$ cat src/rtl/move_scheduler.sv
// Move scheduler: serialises the blue and red collision queries of each physics
// frame onto a shared collision checker, then releases both movement blocks.
module move_scheduler #(
  parameter int unsigned TIMEOUT = 16
) (
  input  logic       clk,
  input  logic       rst_n,
  input  logic       frame_tick,
  input  logic [9:0] x_blue,
  input  logic [9:0] x_red,
  input  logic [8:0] y_blue,
  input  logic [8:0] y_red,
  output logic       coll_req,
  output logic       coll_id,
  output logic [9:0] coll_x,
  output logic [8:0] coll_y,
  input  logic       coll_ack,
  input  logic [3:0] coll_result,
  output logic [3:0] collision_state_blue,
  output logic [3:0] collision_state_red,
  output logic       upd_strobe,
  output logic       busy,
  output logic       timeout_err,
  output logic [7:0] overrun_cnt
);

  localparam int unsigned XW = 10;
  localparam int unsigned YW = 9;
  localparam int unsigned CW = 8;
  localparam logic [3:0] ON_GROUND = 4'b0001;
  localparam logic [3:0] ALL_BLOCKED = 4'b1111;

  typedef enum logic [1:0] {IDLE, CHK_FIRST, CHK_SECOND, DONE} state_t;

  state_t        state, state_nxt;
  logic [CW-1:0] wait_cnt;
  logic          order;
  logic [XW-1:0] sec_x;
  logic [YW-1:0] sec_y;
  logic          take_c;
  logic          tmo_c;
  logic          adv_c;

  // State register
  always_ff @(posedge clk or negedge rst_n) begin
    if (!rst_n) state <= IDLE;
    else        state <= state_nxt;
  end

  // Next state; an ack wins over a timeout landing in the same cycle
  always_comb begin
    state_nxt = state;
    take_c    = 1'b0;
    tmo_c     = 1'b0;
    unique case (state)
      IDLE: if (frame_tick) state_nxt = CHK_FIRST;
      CHK_FIRST, CHK_SECOND: begin
        if (coll_ack)                                take_c = 1'b1;
        else if (wait_cnt == CW'(TIMEOUT - 1))       tmo_c  = 1'b1;
        if (take_c || tmo_c) state_nxt = (state == CHK_FIRST) ? CHK_SECOND : DONE;
      end
      DONE:    state_nxt = IDLE;
      default: state_nxt = IDLE;
    endcase
    adv_c = take_c | tmo_c;
  end

  // Registered outputs, snapshot, wait counter, results and error tracking
  always_ff @(posedge clk or negedge rst_n) begin
    if (!rst_n) begin
      coll_req             <= 1'b0;
      coll_id              <= 1'b0;
      coll_x               <= '0;
      coll_y               <= '0;
      sec_x                <= '0;
      sec_y                <= '0;
      upd_strobe           <= 1'b0;
      busy                 <= 1'b0;
      timeout_err          <= 1'b0;
      overrun_cnt          <= '0;
      order                <= 1'b0;
      wait_cnt             <= '0;
      collision_state_blue <= ON_GROUND;
      collision_state_red  <= ON_GROUND;
    end else begin
      coll_req   <= (state_nxt == CHK_FIRST) || (state_nxt == CHK_SECOND);
      busy       <= (state_nxt != IDLE);
      upd_strobe <= (state_nxt == DONE);

      if ((state == CHK_FIRST || state == CHK_SECOND) && !adv_c) wait_cnt <= wait_cnt + CW'(1);
      else                                                       wait_cnt <= '0;

      if (state == IDLE && frame_tick) begin
        coll_id <= order;
        coll_x  <= order ? x_red  : x_blue;
        coll_y  <= order ? y_red  : y_blue;
        sec_x   <= order ? x_blue : x_red;
        sec_y   <= order ? y_blue : y_red;
      end else if (state == CHK_FIRST && adv_c) begin
        coll_id <= ~coll_id;
        coll_x  <= sec_x;
        coll_y  <= sec_y;
      end

      if (adv_c) begin
        if (coll_id) collision_state_red  <= take_c ? coll_result : ALL_BLOCKED;
        else         collision_state_blue <= take_c ? coll_result : ALL_BLOCKED;
      end
      if (tmo_c) timeout_err <= 1'b1;

      if (state == CHK_SECOND && adv_c) order <= ~order;

      if (frame_tick && state != IDLE && overrun_cnt != 8'hFF) overrun_cnt <= overrun_cnt + CW'(1);
    end
  end

endmodule

$ cat config.mk
export PLATFORM = sky130hd
export DESIGN_NAME = move_scheduler
export DESIGN_NICKNAME = d
export VERILOG_FILES = /design/src/rtl/move_scheduler.sv
export SDC_FILE = /design/constraint.sdc
export NUM_CORES = 1
export LEC_CHECK = 0
export CAP_MARGIN = 10
export CELL_PAD_IN_SITES_DETAIL_PLACEMENT = 2
export CELL_PAD_IN_SITES_GLOBAL_PLACEMENT = 2
export CORE_MARGIN = 5
export CORE_UTILIZATION = 31
export CTS_CLUSTER_DIAMETER = 100
export DETAILED_ROUTE_END_ITERATION = 16
export GPL_TIMING_DRIVEN = 0
export PLACE_DENSITY_LB_ADDON = 0.1
export SYNTH_ARGS = -nofsm -noshare
export SYNTH_HDL_FRONTEND = slang
export SYNTH_SLANG_ARGS = --single-unit
$ cat constraint.sdc
create_clock -name clk -period 2.91 [get_ports clk]
set_input_delay 0.291 -clock clk [delete_from_list [all_inputs] [get_ports clk]]
set_output_delay 0.291 -clock clk [all_outputs]
set_load 0.02 [all_outputs]
Word level (Yosys, flattened, before mapping)
Cells that the tools add are included.
- add/sub/neg operators: 2
- eq/ne operators: 8
- muxes and demuxes: 23
- bitwise operators: 3
- reductions and logical operators: 17
- operators with widths (kind ; count):
    $mux 10 ; 4
    $mux 9 ; 4
    $add 8x1->8 const B ; 2
    $mux 1 ; 10
    $eq 2x2->1 const B ; 4
    $eq 8x4->1 const B ; 1
    $mux 8 ; 1
    $ne 8x8->1 const B ; 1
    $logic_and 1x1->1 ; 6
    $pmux 2 s3 ; 1
    $reduce_bool 2->1 ; 3
    $eq 2x1->1 const B ; 2
    $mux 2 ; 2
    $mux 4 ; 1
    $reduce_and 2->1 ; 2
    $logic_or 1x1->1 ; 3
    $logic_not 2->1 ; 1
    $not 1->1 ; 2
    $reduce_or 2->1 ; 1
    $logic_not 1->1 ; 1
    $or 1x1->1 ; 1
- flip-flop bits (word level): 70
- output and inout bits: 40

Depth between registers and ports, before layout
Gate-level depths: netlist of the first run.
- depth in word-level cells: 9
- depth in mapped cells: 8

Worst setup path before layout of the first run
OpenSTA, ideal clock, no wires.
- path kind: register to register
- start: register state[0]
- end: register coll_x[0]
- library setup time: 0.125 ns
- arrival time: 1.996 ns
- data required time: 2.785 ns
- setup slack: 0.789 ns
- stages on the path, launching flop included: 8
- clock period less this slack: 2.121 ns
- path through: dfrtp_1 > inv_1 > ha_1 > and4_4 > a22o_4 > a21oi_4 > buf_12 > mux2_4
- cells in the longest elaborated chain, start to end: 6
- RTL lines (item ; RTL line ; RTL):
    from (decl) ; 35 ; state_t state, state_nxt;
    from (signal assigned) ; 47 ; else state <= state_nxt;
    $eq 2x1->1 or $eq 2x2->1 (tied branches) ; 55, 99 ;
    $reduce_or 2->1 ; 55 ; unique case (state)
    $mux 1 ; 55 ;
    $or 1x1->1 ; 65 ; adv_c = take_c | tmo_c;
    $logic_and 1x1->1 ; 99 ; end else if (state == CHK_FIRST && adv_c) begin
    $reduce_bool 2->1 (no source line) ; n/a ;
    to (signal assigned) ; 95 ; coll_x <= order ? x_red : x_blue;
    to (decl) ; 15 ; output logic [9:0] coll_x,
Several ways; a longest one is shown, not always the timed one.
A chain may end at the register's enable or synchronous reset.

Final worst setup path of the first run
- start: register state[0]
- end: register coll_x[3]
The elaborated chain is that of the path after synthesis.

==> out/results.tsv, run 1 <==
metric	value	unit
slack of the worst reg-to-reg path	0.50	ns
Final Hold Vio Count	0	
Die Span X	115	µm
outcome	completed	
capture point of the worst reg-to-reg path	coll_x[3]$_DFFE_PN0P_	
async set-reset flop share out of synthesis	100	%
largest net degree at the start of global routing	38	
final setup violating endpoints	0	
placed cell areas	4440	µm²
Clock Pin Slew Worst Setup and Hold Paths	0.08	ns
crit path from	state[0]$_DFF_PN0_	
crit-path max FO	10	
Max Cap Viol	0	
DP Worst Slack	0.474	ns
Fmax	415	MHz
layout cell share with drive strength beyond 1	14.0	%
total core area	10800	µm²
placed cell count	515	
Fillers	1115	
Ports	86	
measured slew at the worst slew-check pin	0.629	ns
FP Rows	38	
Crit. End Element	flip-flop	
synthesized area per cell	11.7	µm²
routed via count	2551	
H-tree depth	3	
antenna violations before repair	0	
Multi-input gate area	1540	µm²
Synth Instances	289	
1st-pass router iterations	4	
Starting Density	31.4	%
Ys Warns	0	
vias per inst	4.80	
PortBufs	85	
TritonCTS buffer count	9	
post-synth top area cell	dfrtp_1	
global-route wire length before repair	14.9	mm
CTS tree	built	
worst setup path endpoint	coll_x[3]$_DFFE_PN0P_	
Pleak	1.96	nW
worst relative slew slack	58.1	%
prevailing post-synth register cell	dfrtp_1	
Wirelength per Cell	16.9	µm
antenna viol nets, final	0	
DRT Wirelength	9.00	mm
final non-filler cell total	532	
Worst R2R Path Depth	7	
die area	13100	µm²
final estimated routing congestion in global placement	0.713	
share of the synthesized area in the top cell type	50.2	%
peak supply drop	369	µV
design area	4620	µm²
RSZ-0062 raised after global routing	no	
count of final max-slew check failures	0	
Reg2Reg Launch Point	state[0]$_DFF_PN0_	
die height	115	µm
CP Launch Type	flip-flop	
First DRT Iteration DRCs	37	
Fin Hold WS	0.441	ns
top-count cell post-synth	dfrtp_1	
commonest cells in the netlist	dfrtp_1, a21oi_1, mux2i_1	
# diodes	0	
Pwr per Cell Area	1060	nW/µm²
DP HPWL	6.69	mm
Synth Cell Area	3390	µm²
GRT Residual Overflow	0	
Post-synth EDFFs	0	
GRT Total Usage	14.5	%
critical path arrival	2.64	ns
Area growth syn-to-layout	36.2	%
post-route setup slack	0.501	ns
DRC viols	0	
vias in the first global route	2920	
root buffer cell	clkbuf_8	
Seq/Total Area, Yosys	51.7	%
Num Clock Sinks	70	
clock latency on the worst-skew pair	0.34	ns
fin crit share	82.8	%
syn_nets	342	
Reg area	1750	µm²
synth unique cells	36	
Required @ worst endpoint	3.14	ns
Min-Delay Path Class	input port to async pin	
Area contributors post-synth	dfrtp_1, mux2i_1, a21oi_1, mux2_4, mux2_2	
fin nets	440	
Worst Skew	0.0109	ns
#FFs+latches synth	70	
min Tclk post-route	2.41	ns
CP Class	flip-flop to flip-flop	
clk buf depth	2	
## per-layer routing
layer	vias up	wire length [µm]	global-route usage [%]
li1	1212	-	-
met2	50	4690	25.7
met3	6	420	4.18
met4	0	85	4.28
met1	1283	3810	17.0
met5	-	0	0
## worst min path at each step
stage | start | endpoint | slack, ns
after floorplan | rst_n | busy$_DFF_PN0_ | -0.005
final | rst_n | coll_x[6]$_DFFE_PN0P_ | 0.44
after global routing | rst_n | busy$_DFF_PN0_ | 0.46
after global placement | wait_cnt[0]$_DFF_PN0_ | wait_cnt[0]$_DFF_PN0_ | 0.45
after CTS | rst_n | coll_x[6]$_DFFE_PN0P_ | 0.44
after detailed placement | rst_n | coll_x[6]$_DFFE_PN0P_ | 0.28
## stage by stage
step,TNS [ns],total power [mW],util (%)
after floorplan,0,3.25,-
after global placement,-71.86,4.18,40.9
after detailed placement,0,4.26,41.1
after CTS,0,5.01,42.8
after global routing,0,5.26,42.8
final,0,4.89,42.8
## placed cells by master (no fill, tap or decap), types with 2 or more instances in the layout
cell and instances:
a21oi_1 40, and2_1 3, and3_1 5, buf_12 2
buf_2 9, clkbuf_1 3, clkbuf_8 9, clkdlybuf4s50_1 84
clkinv_2 2, clkinvlp_4 3, dfrtp_1 68, dfstp_2 2
ha_1 7, inv_1 4, mux2_2 10, mux2_4 10
mux2i_1 39, nand2_1 11, nand3_1 5, nand4_1 3
nor2_1 28, nor2b_1 2, nor3b_1 2, o21ai_0 2
o22a_1 8, xnor2_1 11, xor2_1 3
## cells by family (layout without fill, tap and decap cells)
group           count (synthesis)  count (layout)  synth area share, %
compound gates                 56              56                 10.4
xor+xnor                       14              14                 3.61
fa+ha+maj                       7               7                 2.58
buf+inv                        18             121                 2.80
flops                          70              70                 51.7
mux                            59              59                 19.3
simple gates                   65              65                 9.63
## flip-flops by register name, summed over array words and instances, names as in the netlist
| name | count |
|---|---|
| state | 2 |
| sec_y | 9 |
| collision_state_blue | 4 |
| upd_strobe | 1 |
| coll_req | 1 |
| overrun_cnt | 8 |
| wait_cnt | 8 |
| coll_id | 1 |
| sec_x | 10 |
| collision_state_red | 4 |
| coll_x | 10 |
| order | 1 |
| coll_y | 9 |
| timeout_err | 1 |
| busy | 1 |
## what timing repair did
item                                   CTS  global route
endpoints found under the hold margin   31             0
gates resized for setup                  0             0
buffers inserted                         0             0
hold buffers                             1             0
## layout make-up
| class | count | area share, % |
|---|---|---|
| clock buffers | 9 | 2.68 |
| inverters | 4 | 0.325 |
| plain buffers | 14 | 1.73 |
| repair buffers | 87 | 19.0 |
| multi-input cells | 201 | 33.4 |
| well taps | 140 | 3.79 |
| clock inverters | 7 | 1.08 |
| flip-flops and latches | 70 | 38.0 |
## critical path, stage by stage, from the launching register on
cell and delay [ns]:
dfrtp_1 0.40, inv_1 0.08, ha_1 0.39, and4_4 0.24, a22o_4 0.26, a21oi_4 0.40, buf_12 0.21, mux2_4 0.31
## power by group
group	internal [mW]	total (mW)	switching (mW)	leakage (nW)
Clock	0.310	0.706	0.396	0.0816
Sequential	1.40	1.63	0.225	0.818
Combinational	1.27	2.55	1.29	1.06
Total	2.98	4.89	1.91	1.96
No activity file was read; power rests on OpenSTA's default activity.
==> run 2: changes to the inputs <==
CORE_UTILIZATION = 28   (was 31)
clock period = 2 ns   (was 2.91 ns; I/O delays follow)
==> run 2 against run 1 <==
  * Die area increased by 9.8%
  * Fmax increased by 23%
  * Clock power increased by 100%
==> out/results.tsv, run 2 (same netlist as run 1, synthesis figures left out) <==
metric	value	unit	change
Num Clock Sinks	70		unchanged
clk buf depth	2		unchanged
DP HPWL	6.75	mm	+0.93%
Worst Skew	0.00419	ns	-0.00675 ns
final setup violating endpoints	0		unchanged
H-tree depth	3		unchanged
PortBufs	85		unchanged
commonest cells after routing, fill and taps aside	clkdlybuf4s50_1, dfrtp_1, a21oi_1		
crit-path max FO	6		-4
# diodes	0		unchanged
GRT Total Usage	14.1	%	-0.42 points
Reg2Reg Launch Point	state[0]$_DFF_PN0_		
vias per inst	4.73		-1.3%
Die Span X	120	µm	+4.8%
routed via count	2594		+1.7%
die height	120	µm	+4.8%
most common cell after layout, fill and taps aside	clkdlybuf4s50_1		
family with the most delay on the worst path	flip-flops		
fin crit share	97.8	%	+15 points
Pwr per Cell Area	1620	nW/µm²	+53%
die area	14400	µm²	+9.8%
WP buf/inv	3		+1
CTS tree	built		
layout cell share with drive strength beyond 1	16.7	%	+2.7 points
Crit. End Element	flip-flop		
largest net degree at the start of global routing	39		+2.6%
DRT Wirelength	9.53	mm	+5.9%
final estimated routing congestion in global placement	0.714		+0.18%
root buffer cell	clkbuf_16		
worst relative slew slack	67.2	%	+9.1 points
1st-pass router iterations	4		unchanged
Worst R2R Path Depth	8		+1
GRT Residual Overflow	0		unchanged
Ports	86		unchanged
min Tclk post-route	1.96	ns	-0.452 ns
Critical Path Slowest Stage Cell	dfrtp_1		
measured slew at the worst slew-check pin	0.492	ns	-0.137 ns
Starting Density	28.4	%	-3.1 points
Final Hold Vio Count	0		unchanged
Fmax	511	MHz	+23%
Reg area	1750	µm²	unchanged
setup TNS	0	ns	unchanged
Wirelength per Cell	17.4	µm	+2.8%
crit path cell chain	inv_2, ha_4, and4_4, a22o_4, a21oi_4, buf_6, buf_12, mux2_4		
top flop regs	coll_x x10, sec_x x10		
Multi-input gate area	1570	µm²	+1.5%
outcome	completed		
FP Rows	40		+5.3%
Largest stage delay, worst path	0.40	ns	about the same
critical path arrival	2.18	ns	-0.46 ns
antenna viol nets, final	0		unchanged
antenna violations before repair	0		unchanged
Min-Delay Path Class	input port to async pin		
First DRT Iteration DRCs	65		+76%
Max Cap Viol	0		unchanged
Pleak	2.08	nW	+6.4%
CP Class	flip-flop to flip-flop		
clock latency on the worst-skew pair	0.33	ns	about the same
Fillers	1271		+14%
peak supply drop	678	µV	+84%
Clock Pin Slew Worst Setup and Hold Paths	0.05	ns	-0.03 ns
Required @ worst endpoint	2.22	ns	-0.92 ns
placed cell count	522		+1.4%
final non-filler cell total	548		+3.0%
DRC viols	0		unchanged
CP Launch Type	flip-flop		
Fin Hold WS	0.365	ns	-0.0764 ns
post-route setup slack	0.0431	ns	-0.458 ns
vias in the first global route	3006		+2.9%
DP Worst Slack	-0.270	ns	-0.745 ns
global-route wire length before repair	15.8	mm	+6.6%
total core area	12000	µm²	+11%
count of final max-slew check failures	0		unchanged
slack of the worst reg-to-reg path	0.04	ns	-0.46 ns
TritonCTS buffer count	9		unchanged
capture point of the worst reg-to-reg path	coll_x[8]$_DFFE_PN0P_		
fin nets	451		+2.5%
Area growth syn-to-layout	43.3	%	
run 2: cell types whose count changed in the layout (fill, tap and decap cells not counted), sizes merged:
cell	before	now
clkbuf	12	16
clkinvlp	3	0
inv	5	4
clkinv	3	2
buf	13	23
run 2: per-stage QoR:
stage                     power [mW]  util, %  cell area [µm²]
after floorplan                 4.78        -             3400
after global placement          6.14     37.1             4440
after detailed placement        6.25     37.3             4460
after CTS                       8.01     40.5             4840
after global routing            8.42     40.6             4860
final                           7.87     40.6             4860
run 2: what timing repair did:
item,in CTS,in global routing
hold buffers,1,0
setup buffers,8,2
endpoints found under the hold margin,30,0
setup endpoints to repair,31,20
gates cloned,1,0
gates resized for setup,5,2
pin swaps,2,2
run 2: how the worst max path moves through the flow:
stage,slack [ns],endpoint,depth (start not counted),startpoint
6_report,0.04,coll_x[8]$_DFFE_PN0P_,8,state[0]$_DFF_PN0_
3_5_place_dp,-0.27,coll_x[6]$_DFFE_PN0P_,7,state[0]$_DFF_PN0_
3_3_place_gp,-2.00,overrun_cnt[5]$_DFFE_PN0P_,1,rst_n
2_1_floorplan,0.002,coll_x[0]$_DFFE_PN0P_,7,state[0]$_DFF_PN0_
4_1_cts,0.0006,coll_y[0]$_DFFE_PN0P_,8,state[0]$_DFF_PN0_
5_1_grt,-0.007,coll_x[8]$_DFFE_PN0P_,8,state[0]$_DFF_PN0_
run 2: area by class of cell:
type | count | area share (%)
clock inverter | 2 | 0.206
inverter | 4 | 0.309
timing repair buffer | 98 | 20.6
buffer | 14 | 1.75
clock buffer | 12 | 5.07
sequential | 70 | 36.1
multi-input combinational | 201 | 32.2
tap | 147 | 3.78
run 2: worst reg2reg max path, stage by stage (launching register included):
cell and delay [ns]:
dfrtp_1 0.40, inv_2 0.08, ha_4 0.21, and4_4 0.19, a22o_4 0.23, a21oi_4 0.14
buf_6 0.15, buf_12 0.13, mux2_4 0.30
run 2: power by group:
group,total (mW),leakage (nW),internal [mW],switching [mW]
Combinational,4.06,1.14,2.09,1.96
Clock,1.43,0.128,0.855,0.579
Sequential,2.38,0.818,2.05,0.334
run 2: routing by layer:
metal / wire length (µm) / track usage [%] / vias to the layer above / share of wire [%]
li1: - / - / 1242 / -
met3: 458 / 4.90 / 11 / 4.8
met5: 0 / 0 / - / 0
met1: 4080 / 16.3 / 1289 / 43
met4: 159 / 4.65 / 0 / 1.7
met2: 4830 / 24.3 / 52 / 51
